**src/rtl/minmax_pkg.sv**
```systemverilog
// Shared definitions for the windowed min/max tracker: FSM state encoding
// and the sample width used by the comparators.
package minmax_pkg;

    localparam int MM_W = 4;

    typedef enum logic [1:0] {
        IDLE = 2'd0,
        RUN  = 2'd1,
        DONE = 2'd2
    } state_t;

endpackage

```
**src/rtl/comparator.sv**
```systemverilog
// 4-bit unsigned comparator: eq = (x == y), lt = (x < y).
module comparator
    import minmax_pkg::*;
(
    input  logic [MM_W-1:0] x,
    input  logic [MM_W-1:0] y,
    output logic            eq,
    output logic            lt
);

    assign eq = (x == y);
    assign lt = (x < y);

endmodule

```
**src/rtl/minmax_tracker.sv**
```systemverilog
// Windowed running min/max over N_SAMPLES accepted 4-bit samples, with a
// one-cycle done pulse. Optional tie counter enabled by MINMAX_EQ_COUNT_EN.
module minmax_tracker
    import minmax_pkg::*;
#(
    parameter int N_SAMPLES = 8
) (
    input  logic            clk,
    input  logic            rst_n,
    input  logic            start,
    input  logic            in_valid,
    output logic            in_ready,
    input  logic [MM_W-1:0] in_data,
    output logic [MM_W-1:0] min_val,
    output logic [MM_W-1:0] max_val,
    output logic [3:0]      cnt,
    output logic            busy,
`ifdef MINMAX_EQ_COUNT_EN
    output logic            done,
    output logic [3:0]      eq_cnt
`else
    output logic            done
`endif
);

    localparam logic [3:0] N_LAST = 4'(N_SAMPLES);

    state_t          state_reg, state_next;
    logic [MM_W-1:0] min_reg, min_next;
    logic [MM_W-1:0] max_reg, max_next;
    logic [3:0]      cnt_reg, cnt_next;
    logic            a_lt, b_lt;

    // A: is the new sample below the current minimum?
`ifdef MINMAX_EQ_COUNT_EN
    logic            a_eq;
    logic [3:0]      eq_reg, eq_next;

    comparator u_cmp_a (.x(in_data), .y(min_reg), .eq(a_eq), .lt(a_lt));
`else
    comparator u_cmp_a (.x(in_data), .y(min_reg), .eq(), .lt(a_lt));
`endif
    // B: is the current maximum below the new sample?
    comparator u_cmp_b (.x(max_reg), .y(in_data), .eq(), .lt(b_lt));

    always_ff @(posedge clk or negedge rst_n) begin
        if (!rst_n) begin
            state_reg <= IDLE;
            min_reg   <= '0;
            max_reg   <= '0;
            cnt_reg   <= '0;
`ifdef MINMAX_EQ_COUNT_EN
            eq_reg    <= '0;
`endif
        end else begin
            state_reg <= state_next;
            min_reg   <= min_next;
            max_reg   <= max_next;
            cnt_reg   <= cnt_next;
`ifdef MINMAX_EQ_COUNT_EN
            eq_reg    <= eq_next;
`endif
        end
    end

    always_comb begin
        state_next = state_reg;
        min_next   = min_reg;
        max_next   = max_reg;
        cnt_next   = cnt_reg;
`ifdef MINMAX_EQ_COUNT_EN
        eq_next    = eq_reg;
`endif
        case (state_reg)
            IDLE: begin
                if (start) begin
                    min_next   = '0;
                    max_next   = '0;
                    cnt_next   = '0;
`ifdef MINMAX_EQ_COUNT_EN
                    eq_next    = '0;
`endif
                    state_next = RUN;
                end
            end
            RUN: begin
                if (in_valid) begin
                    cnt_next = cnt_reg + 4'd1;
                    // First sample seeds both extremes; comparator results are stale here.
                    if (cnt_reg == 4'd0) begin
                        min_next = in_data;
                        max_next = in_data;
`ifdef MINMAX_EQ_COUNT_EN
                        eq_next  = 4'd1;
`endif
                    end else begin
                        if (a_lt) min_next = in_data;
                        if (b_lt) max_next = in_data;
`ifdef MINMAX_EQ_COUNT_EN
                        if (a_lt)      eq_next = 4'd1;
                        else if (a_eq) eq_next = eq_reg + 4'd1;
`endif
                    end
                    if (cnt_next == N_LAST) state_next = DONE;
                end
            end
            DONE:    state_next = IDLE;
            default: state_next = IDLE;
        endcase
    end

    assign in_ready = (state_reg == RUN);
    assign busy     = (state_reg == RUN) || (state_reg == DONE);
    assign done     = (state_reg == DONE);
    assign min_val  = min_reg;
    assign max_val  = max_reg;
    assign cnt      = cnt_reg;
`ifdef MINMAX_EQ_COUNT_EN
    assign eq_cnt   = eq_reg;
`endif

endmodule

```
**config.mk**
```make
export PLATFORM = sky130hd
export DESIGN_NAME = minmax_tracker
export DESIGN_NICKNAME = d
export VERILOG_FILES = /design/src/rtl/minmax_pkg.sv /design/src/rtl/comparator.sv /design/src/rtl/minmax_tracker.sv
export SDC_FILE = /design/constraint.sdc
export NUM_CORES = 1
export LEC_CHECK = 0
export ABC_AREA = 0
export CAP_MARGIN = 20
export CORE_UTILIZATION = 40
export DETAILED_ROUTE_END_ITERATION = 12
export GPL_ROUTABILITY_DRIVEN = 0
export MAX_ROUTING_LAYER = met4
export PLACE_DENSITY = 0.66
export SLEW_MARGIN = 10
export SYNTH_ARGS = -nofsm -noshare
export SYNTH_HDL_FRONTEND = slang
export SYNTH_SLANG_ARGS = --single-unit
```
**constraint.sdc**
```tcl
create_clock -name clk -period 2.2 [get_ports clk]
set_input_delay 0.22 -clock clk [delete_from_list [all_inputs] [get_ports clk]]
set_output_delay 0.22 -clock clk [all_outputs]
set_load 0.02 [all_outputs]
```
==> run metrics, run 1 <==
Post-route DRC=0; Post-synth EDFFs=0; RSZ-0062 raised after global routing=no; setup repair bufs after CTS=0; Hold Vio Cnt, Final=0; Max Clock Freq=0.486 GHz; dpl hpwl=1570 µm; gr ovfl total=0; Die Y=51.7 µm; slew margin rel.=57.9%; Int Pwr=989 µW; WS Path Type=reg2reg; clk_skew=0.00100 ns; TritonCTS clock tree=built; sw power=685 µW; area grow syn2layout=30.8%; DIE AREA=0.00267 mm²; post-route ant nets=0; Avg Cell Area, Syn=11.1 µm²; syn_nets=109; reg-to-reg slack, setup=0.14 ns; critical path capture point=max_val[3]; clk sinks=14; CTS Buf Count=3; run status=complete, no violations; Wirelength per Cell=13.0 µm; Reg2Reg Depth=6; FP Rows=17; Resized cells post-CTS=0; Tmin final=2.06 ns; Synth Cell Area=987 µm²; commonest non-fill, non-tap cell in the layout=clkdlybuf4s50_1; fin. max-slew vios=0; clock network power share=8.1%; pin count of the biggest net entering global routing=16; Yosys cell types=31; final setup violation count=0; crit path launch type=register; CP required=2.36 ns; Root Driver=clkbuf_4; final hold slack=0.336 ns; Max clock buf depth=2; Clk pin slew, worst setup/hold paths=0.07 ns; switch share=40.9%; VDD IR max=0.703 mV; sequential area share after synthesis=35.5%; commonest cells after routing, fill and taps aside=22 x clkdlybuf4s50_1, 14 x dfrtp_1, 12 x ha_1; nets=139; CTS Hold Bufs=0; TNS Setup=0 ns; critical path endpoint category=register; Slew @ Worst Pin=0.629 ns; reg-to-reg startpoint=cnt[0]; register share of total power=26.3%; Logic pwr share=65.6%; flops & latches, synth=14; clock latency reported for the late side of the worst-skew pair=0.27 ns; All-Layer GR Usage=17.0%; Power Density=1300 mW/mm²; Syn Inst Count=89; Leak Pwr=0.620 nW; initial drt markers=9; HP Class=in2async; Worst EP arrival=2.22 ns; CP startpoint=cnt[0]; asr flop ratio synth=100%; Pre-antenna DRT Iters=4; CP max FO=4; Initial Util=43.4%; via/cell ratio=5.13; Worst R2R End=max_val[3]; first-pass GRT wire length=3190 µm; Final period util=93.4%; die width=51.7 µm; IO buf count=22; number of H-tree levels=1; Vias=744; yosys warns=0; Antenna diodes=0; final WL=1880 µm; vias in the first global route=700; initial antenna violation count=0; layout cells sized above 1=16.2%; Ports=23; maxcap violations=0; Core Area=0.00228 mm²; Primary FF master, synth=dfrtp_1
==> how the worst min path moves through the flow <==
stage | cells past startpoint | slack, ns | end | startpoint
floorplan | 0 | -0.08 | cnt[0] | rst_n
global placement | 1 | 0.49 | min_val[0] | min_val[0]
detailed placement | 1 | 0.51 | min_val[1] | min_val[1]
CTS | 1 | 0.36 | min_val[1] | rst_n
global route | 1 | 0.38 | min_val[1] | rst_n
finish | 1 | 0.34 | min_val[1] | rst_n
==> routing by layer <==
layer	vias to the layer above	share of wire (%)	track usage [%]
met4	0	0.64	2.70
met5	-	0	-
met2	15	44	24.7
met1	353	52	22.6
met3	2	4.2	7.02
li1	374	-	-
==> through the flow <==
stage               power [mW]  cells  setup WS, ns  util [%]  cell area (µm²)
CTS                       1.70    145         0.130      56.7             1290
global route              1.81    145        0.0686      56.7             1290
floorplan                 1.18     89        0.0809         -              987
finish                    1.67    145         0.144      56.7             1290
global placement          1.53    142        0.0705      55.7             1270
detailed placement        1.55    142        0.0372      55.7             1270
==> kinds of logic after synthesis <==
group | count (synthesis) | share of synthesized area [%]
AO/OA/AOI/OAI | 19 | 17.5
adder cells (fa/ha/maj) | 12 | 15.2
buffers and inverters | 12 | 4.56
flip-flops | 14 | 35.5
multiplexers | 10 | 12.8
AND/OR/NAND/NOR | 22 | 14.4
==> area by class of cell <==
type,count,area [µm²]
inverters,11,41.3
flip-flops and latches,14,350
multi-input cells,63,592
fillers,205,985
clock buffers,3,22.5
repair buffers,26,250
well taps,28,35.0
==> Yosys cell counts (2+ instances only) <==
library cell  count  area (µm²)
nand3_1           2        10.0
ha_1             12         150
a21o_1            2        15.0
mux2_4            4        60.1
nand2_1           3        11.3
nor3_1            2        10.0
and3_4            2        22.5
o21ai_0           2        10.0
nor2b_1           3        18.8
a22o_1            3        26.3
dfrtp_1          14         350
inv_1            11        41.3
and2_1            4        25.0
a21oi_1           3        15.0
mux2_1            5        56.3
o21ai_1           2        10.0
==> power groups by stage <==
stage / clock (mW) / combinational (mW) / sequential (mW)
after floorplan: 0 / 0.638 / 0.544
after global placement: 0 / 1.09 / 0.440
after detailed placement: 0 / 1.11 / 0.447
after CTS: 0.146 / 1.11 / 0.443
after global routing: 0.155 / 1.20 / 0.455
final: 0.135 / 1.10 / 0.440
==> critical path: stages (launching register included) <==
cell and delay (ns):
dfrtp_1 0.38, inv_1 0.10, ha_1 0.16, or3b_4 0.38, and2_4 0.19, a221oi_4 0.40, mux2_4 0.33
No activity file was read; power rests on OpenSTA's default activity.
==> run 2, diff against run 1 <==
--- a/config.mk
+++ b/config.mk
@@ -8,6 +8,7 @@
 export ABC_AREA = 0
 export CAP_MARGIN = 20
 export CORE_UTILIZATION = 40
+export CTS_BUF_LIST = sky130_fd_sc_hd__clkbuf_16
 export DETAILED_ROUTE_END_ITERATION = 12
 export GPL_ROUTABILITY_DRIVEN = 0
 export MAX_ROUTING_LAYER = met4
==> run metrics, run 2 (synthesized netlist as in run 1, its figures left out) <==
CP max FO=4; final WL=1880 µm; fin. max-slew vios=0; nets=139; register area=350 µm²; Max clock buf depth=2; TritonCTS clock tree=built; FP Rows=17; highest routed layer=met4; IO buf count=22; clock latency reported for the late side of the worst-skew pair=0.24 ns; post-route ant nets=0; setup repair bufs after CTS=0; Slew @ Worst Pin=0.636 ns; gr ovfl total=0; number of H-tree levels=1; Hold Vio Cnt, Final=0; Met1 Wirelength=967 µm; Post-route DRC=0; Root Driver=clkbuf_16; clk sinks=14; TNS Setup=0 ns; Die Y=51.7 µm; fill count=200; Max Clock Freq=0.489 GHz; Pre-antenna DRT Iters=4; Power Density=1390 mW/mm²; All-Layer GR Usage=16.7%; WS Path Type=reg2reg; initial drt markers=9; Multi-input gate area=592 µm²; commonest cells after routing, fill and taps aside=22 x clkdlybuf4s50_1, 14 x dfrtp_1, 12 x ha_1; dpl hpwl=1570 µm; via/cell ratio=5.15; initial antenna violation count=0; first-pass GRT wire length=3200 µm; Vias=747; CTS Buf Count=3; run status=complete, no violations; Design Area, Final=0.00134 mm²; vias in the first global route=701; met3 WL=59 µm; commonest non-fill, non-tap cell in the layout=clkdlybuf4s50_1; Initial Util=43.4%; VDD IR max=0.848 mV; Tmin final=2.05 ns; Leak Pwr=0.643 nW; maxcap violations=0; final setup violation count=0; die width=51.7 µm; post-place instance area=0.00127 mm²; critical path endpoint category=register; layout cells sized above 1=16.2%; final non-filler cell total=145; Wirelength per Cell=13.0 µm; met2 WL=835 µm; Worst EP arrival=2.17 ns; CTS Hold Bufs=0; area grow syn2layout=36.1%; Pwr Total=1.87 mW; pin count of the biggest net entering global routing=16; slew margin rel.=57.5%; crit path launch type=register; HP Class=in2async; Resized cells post-CTS=0; Ports=23; clk_skew=0.00186 ns; Core Area=0.00228 mm²; RSZ-0062 raised after global routing=no; Final period util=93.0%; DIE AREA=0.00267 mm²; Antenna diodes=0; CP required=2.32 ns; Post-Place Cells=142; Clk pin slew, worst setup/hold paths=0.04 ns
[run 2: per-stage QoR]
step	setup slack [ns]	utilization [%]	hold WS [ns]
finish	0.155	59.0	0.377
global route	0.0889	59.0	0.439
CTS	0.145	59.0	0.409
detailed placement	0.0372	55.7	0.507
global placement	0.0705	55.7	0.493
floorplan	0.0809	-	-0.0756
[run 2: final timing paths]
| path | startpoint | end | slack (ns) | depth (start not counted) |
|---|---|---|---|---|
| max | cnt[0] | max_val[3] | 0.15 | 6 |
| min | rst_n | min_val[1] | 0.38 | 1 |
| max reg2reg | cnt[0] | max_val[3] | 0.15 | 6 |
| min reg2reg | min_val[1] | min_val[1] | 0.51 | 1 |
| max in group asynchronous | rst_n | max_val[1] | 1.41 | 1 |
| min in group clk | min_val[1] | min_val[1] | 0.51 | 1 |
[run 2: worst max-delay path, cell delays in order (launching register included)]
cell and delay (ns):
dfrtp_1 0.37, inv_1 0.10, ha_1 0.15, or3b_4 0.39, and2_4 0.19, a221oi_4 0.40
mux2_4 0.33
[run 2: routing by layer]
| metal | up-vias | global-route usage, % |
|---|---|---|
| met5 | - | - |
| met2 | 12 | 24.5 |
| li1 | 372 | - |
| met4 | 0 | 4.05 |
| met1 | 358 | 22.9 |
| met3 | 5 | 4.39 |
[run 2: where the power goes]
group          internal [mW]  leakage (nW)  switching [mW]
combinational          0.570         0.424           0.530
clock                  0.237        0.0370          0.0931
sequential             0.357         0.182          0.0845
[run 2: cell type report]
class | count | area share (%)
multi-input cells | 63 | 44.0
repair buffers | 26 | 18.6
well taps | 28 | 2.61
flip-flops and latches | 14 | 26.1
clock buffers | 3 | 5.59
inverters | 11 | 3.07
==> run 3, diff against run 2 <==
--- a/config.mk
+++ b/config.mk
@@ -7,6 +7,7 @@
 export LEC_CHECK = 0
 export ABC_AREA = 0
 export CAP_MARGIN = 20
+export CORE_MARGIN = 2
 export CORE_UTILIZATION = 40
 export CTS_BUF_LIST = sky130_fd_sc_hd__clkbuf_16
 export DETAILED_ROUTE_END_ITERATION = 12
==> constraint.sdc (replaced) <==
create_clock -name clk -period 2.2 [get_ports clk]
set_input_delay 0.66 -clock clk [delete_from_list [all_inputs] [get_ports clk]]
set_output_delay 0.66 -clock clk [all_outputs]
set_load 0.02 [all_outputs]
==> run metrics, run 3 (synthesized netlist as in run 1, its figures left out) <==
run status=complete, no violations; Clk pin slew, worst setup/hold paths=0.04 ns; CTS Buf Count=3; Slew @ Worst Pin=0.368 ns; Max clock buf depth=2; maxcap violations=0; CP max FO=4; dpl hpwl=1670 µm; die width=53.7 µm; post-place instance area=0.00130 mm²; Vias=767; TritonCTS clock tree=built; final WL=2040 µm; VDD IR max=0.885 mV; Wirelength per Cell=13.3 µm; Core Area=0.00241 mm²; Leak Pwr=0.698 nW; CTS Hold Bufs=0; clock latency reported for the late side of the worst-skew pair=0.24 ns; All-Layer GR Usage=17.8%; Ports=23; Max Clock Freq=0.475 GHz; post-route ant nets=0; Pre-antenna DRT Iters=4; critical path endpoint category=register; Design Area, Final=0.00139 mm²; Antenna diodes=0; commonest non-fill, non-tap cell in the layout=clkdlybuf4s50_1; Place WS=-0.398 ns; layout cells sized above 1=20.3%; Post-route DRC=0; initial drt markers=18; vias in the first global route=774; Final period util=95.7%; fin. max-slew vios=0; crit path launch type=input pin; DIE AREA=0.00288 mm²; pin count of the biggest net entering global routing=15; commonest cells after routing, fill and taps aside=16 x clkdlybuf4s50_1, 14 x dfrtp_1, 12 x ha_1; reg-to-reg slack, setup=0.11 ns; area grow syn2layout=40.6%; clk sinks=14; Root Driver=clkbuf_16; HP Class=reg2reg; Hold Vio Cnt, Final=0; gr ovfl total=0; final setup violation count=0; Initial Util=41.0%; number of H-tree levels=1; Tmin final=2.11 ns; IO buf count=22; FP Rows=18; nets=145; initial antenna violation count=0; via/cell ratio=5.01; slew margin rel.=75.4%; Power Density=1390 mW/mm²; WS Path Type=in2reg; Die Y=53.7 µm; CP required=2.32 ns; first-pass GRT wire length=3550 µm; clk_skew=0.000789 ns; Final WS setup=0.0938 ns; TNS Setup=0 ns; Worst EP arrival=2.22 ns
[run 3: worst max-delay path: stages]
cell and delay [ns]:
dlygate4sd2_1 0.25, ha_1 0.31, a21oi_1 0.12, o21ai_1 0.11
a311oi_4 0.41, mux2_1 0.37
[run 3: metal layers]
layer / share of wire, % / track usage, % / wire [µm] / up-vias
met2: 50 / 28.3 / 1010 / 9
met4: 1.0 / 6.41 / 21 / 0
met3: 2.9 / 6.11 / 59 / 4
met5: 0 / - / 0 / -
met1: 46 / 20.8 / 946 / 366
li1: - / - / - / 388
[run 3: path summary, 6_finish.rpt]
| kind | from | endpoint | cells after the start |
|---|---|---|---|
| min | min_val[1] | min_val[1] | 1 |
| min in group asynchronous | rst_n | min_val[1] | 1 |
| max | in_data[2] | min_val[0] | 6 |
| max in group asynchronous | rst_n | cnt[1] | 2 |
| max reg2reg | cnt[0] | max_val[0] | 7 |
| min reg2reg | min_val[1] | min_val[1] | 1 |
[run 3: area by class of cell]
type	instances	area (µm²)
inverter	11	41.3
tap	30	37.5
multi-input combinational	63	592
fill	198	1020
clock buffer	3	75.1
timing repair buffer	32	292
sequential	14	350
[run 3: where the power goes]
part	total, mW	switching, mW	internal (mW)	leakage, nW
clock network	0.329	0.0921	0.237	0.0370
logic	1.15	0.550	0.600	0.479
registers	0.445	0.0877	0.357	0.182
[run 3: what timing repair did]
item / CTS / global route
buffers inserted: 0 / 2
setup endpoints to repair: 10 / 5
resized for setup: 5 / 1
pin swaps: 1 / 1
hold endpoints to repair: 0 / 0
[run 3: stage by stage]
step / total power, mW / util (%) / hold WS [ns] / instances
after detailed placement: 1.58 / 54.0 / 0.501 / 148
final: 1.92 / 57.6 / 0.506 / 153
after global routing: 2.07 / 57.6 / 0.537 / 153
after CTS: 1.90 / 56.9 / 0.511 / 151
after global placement: 1.55 / 54.0 / 0.505 / 148
after floorplan: 1.18 / - / 0.364 / 89
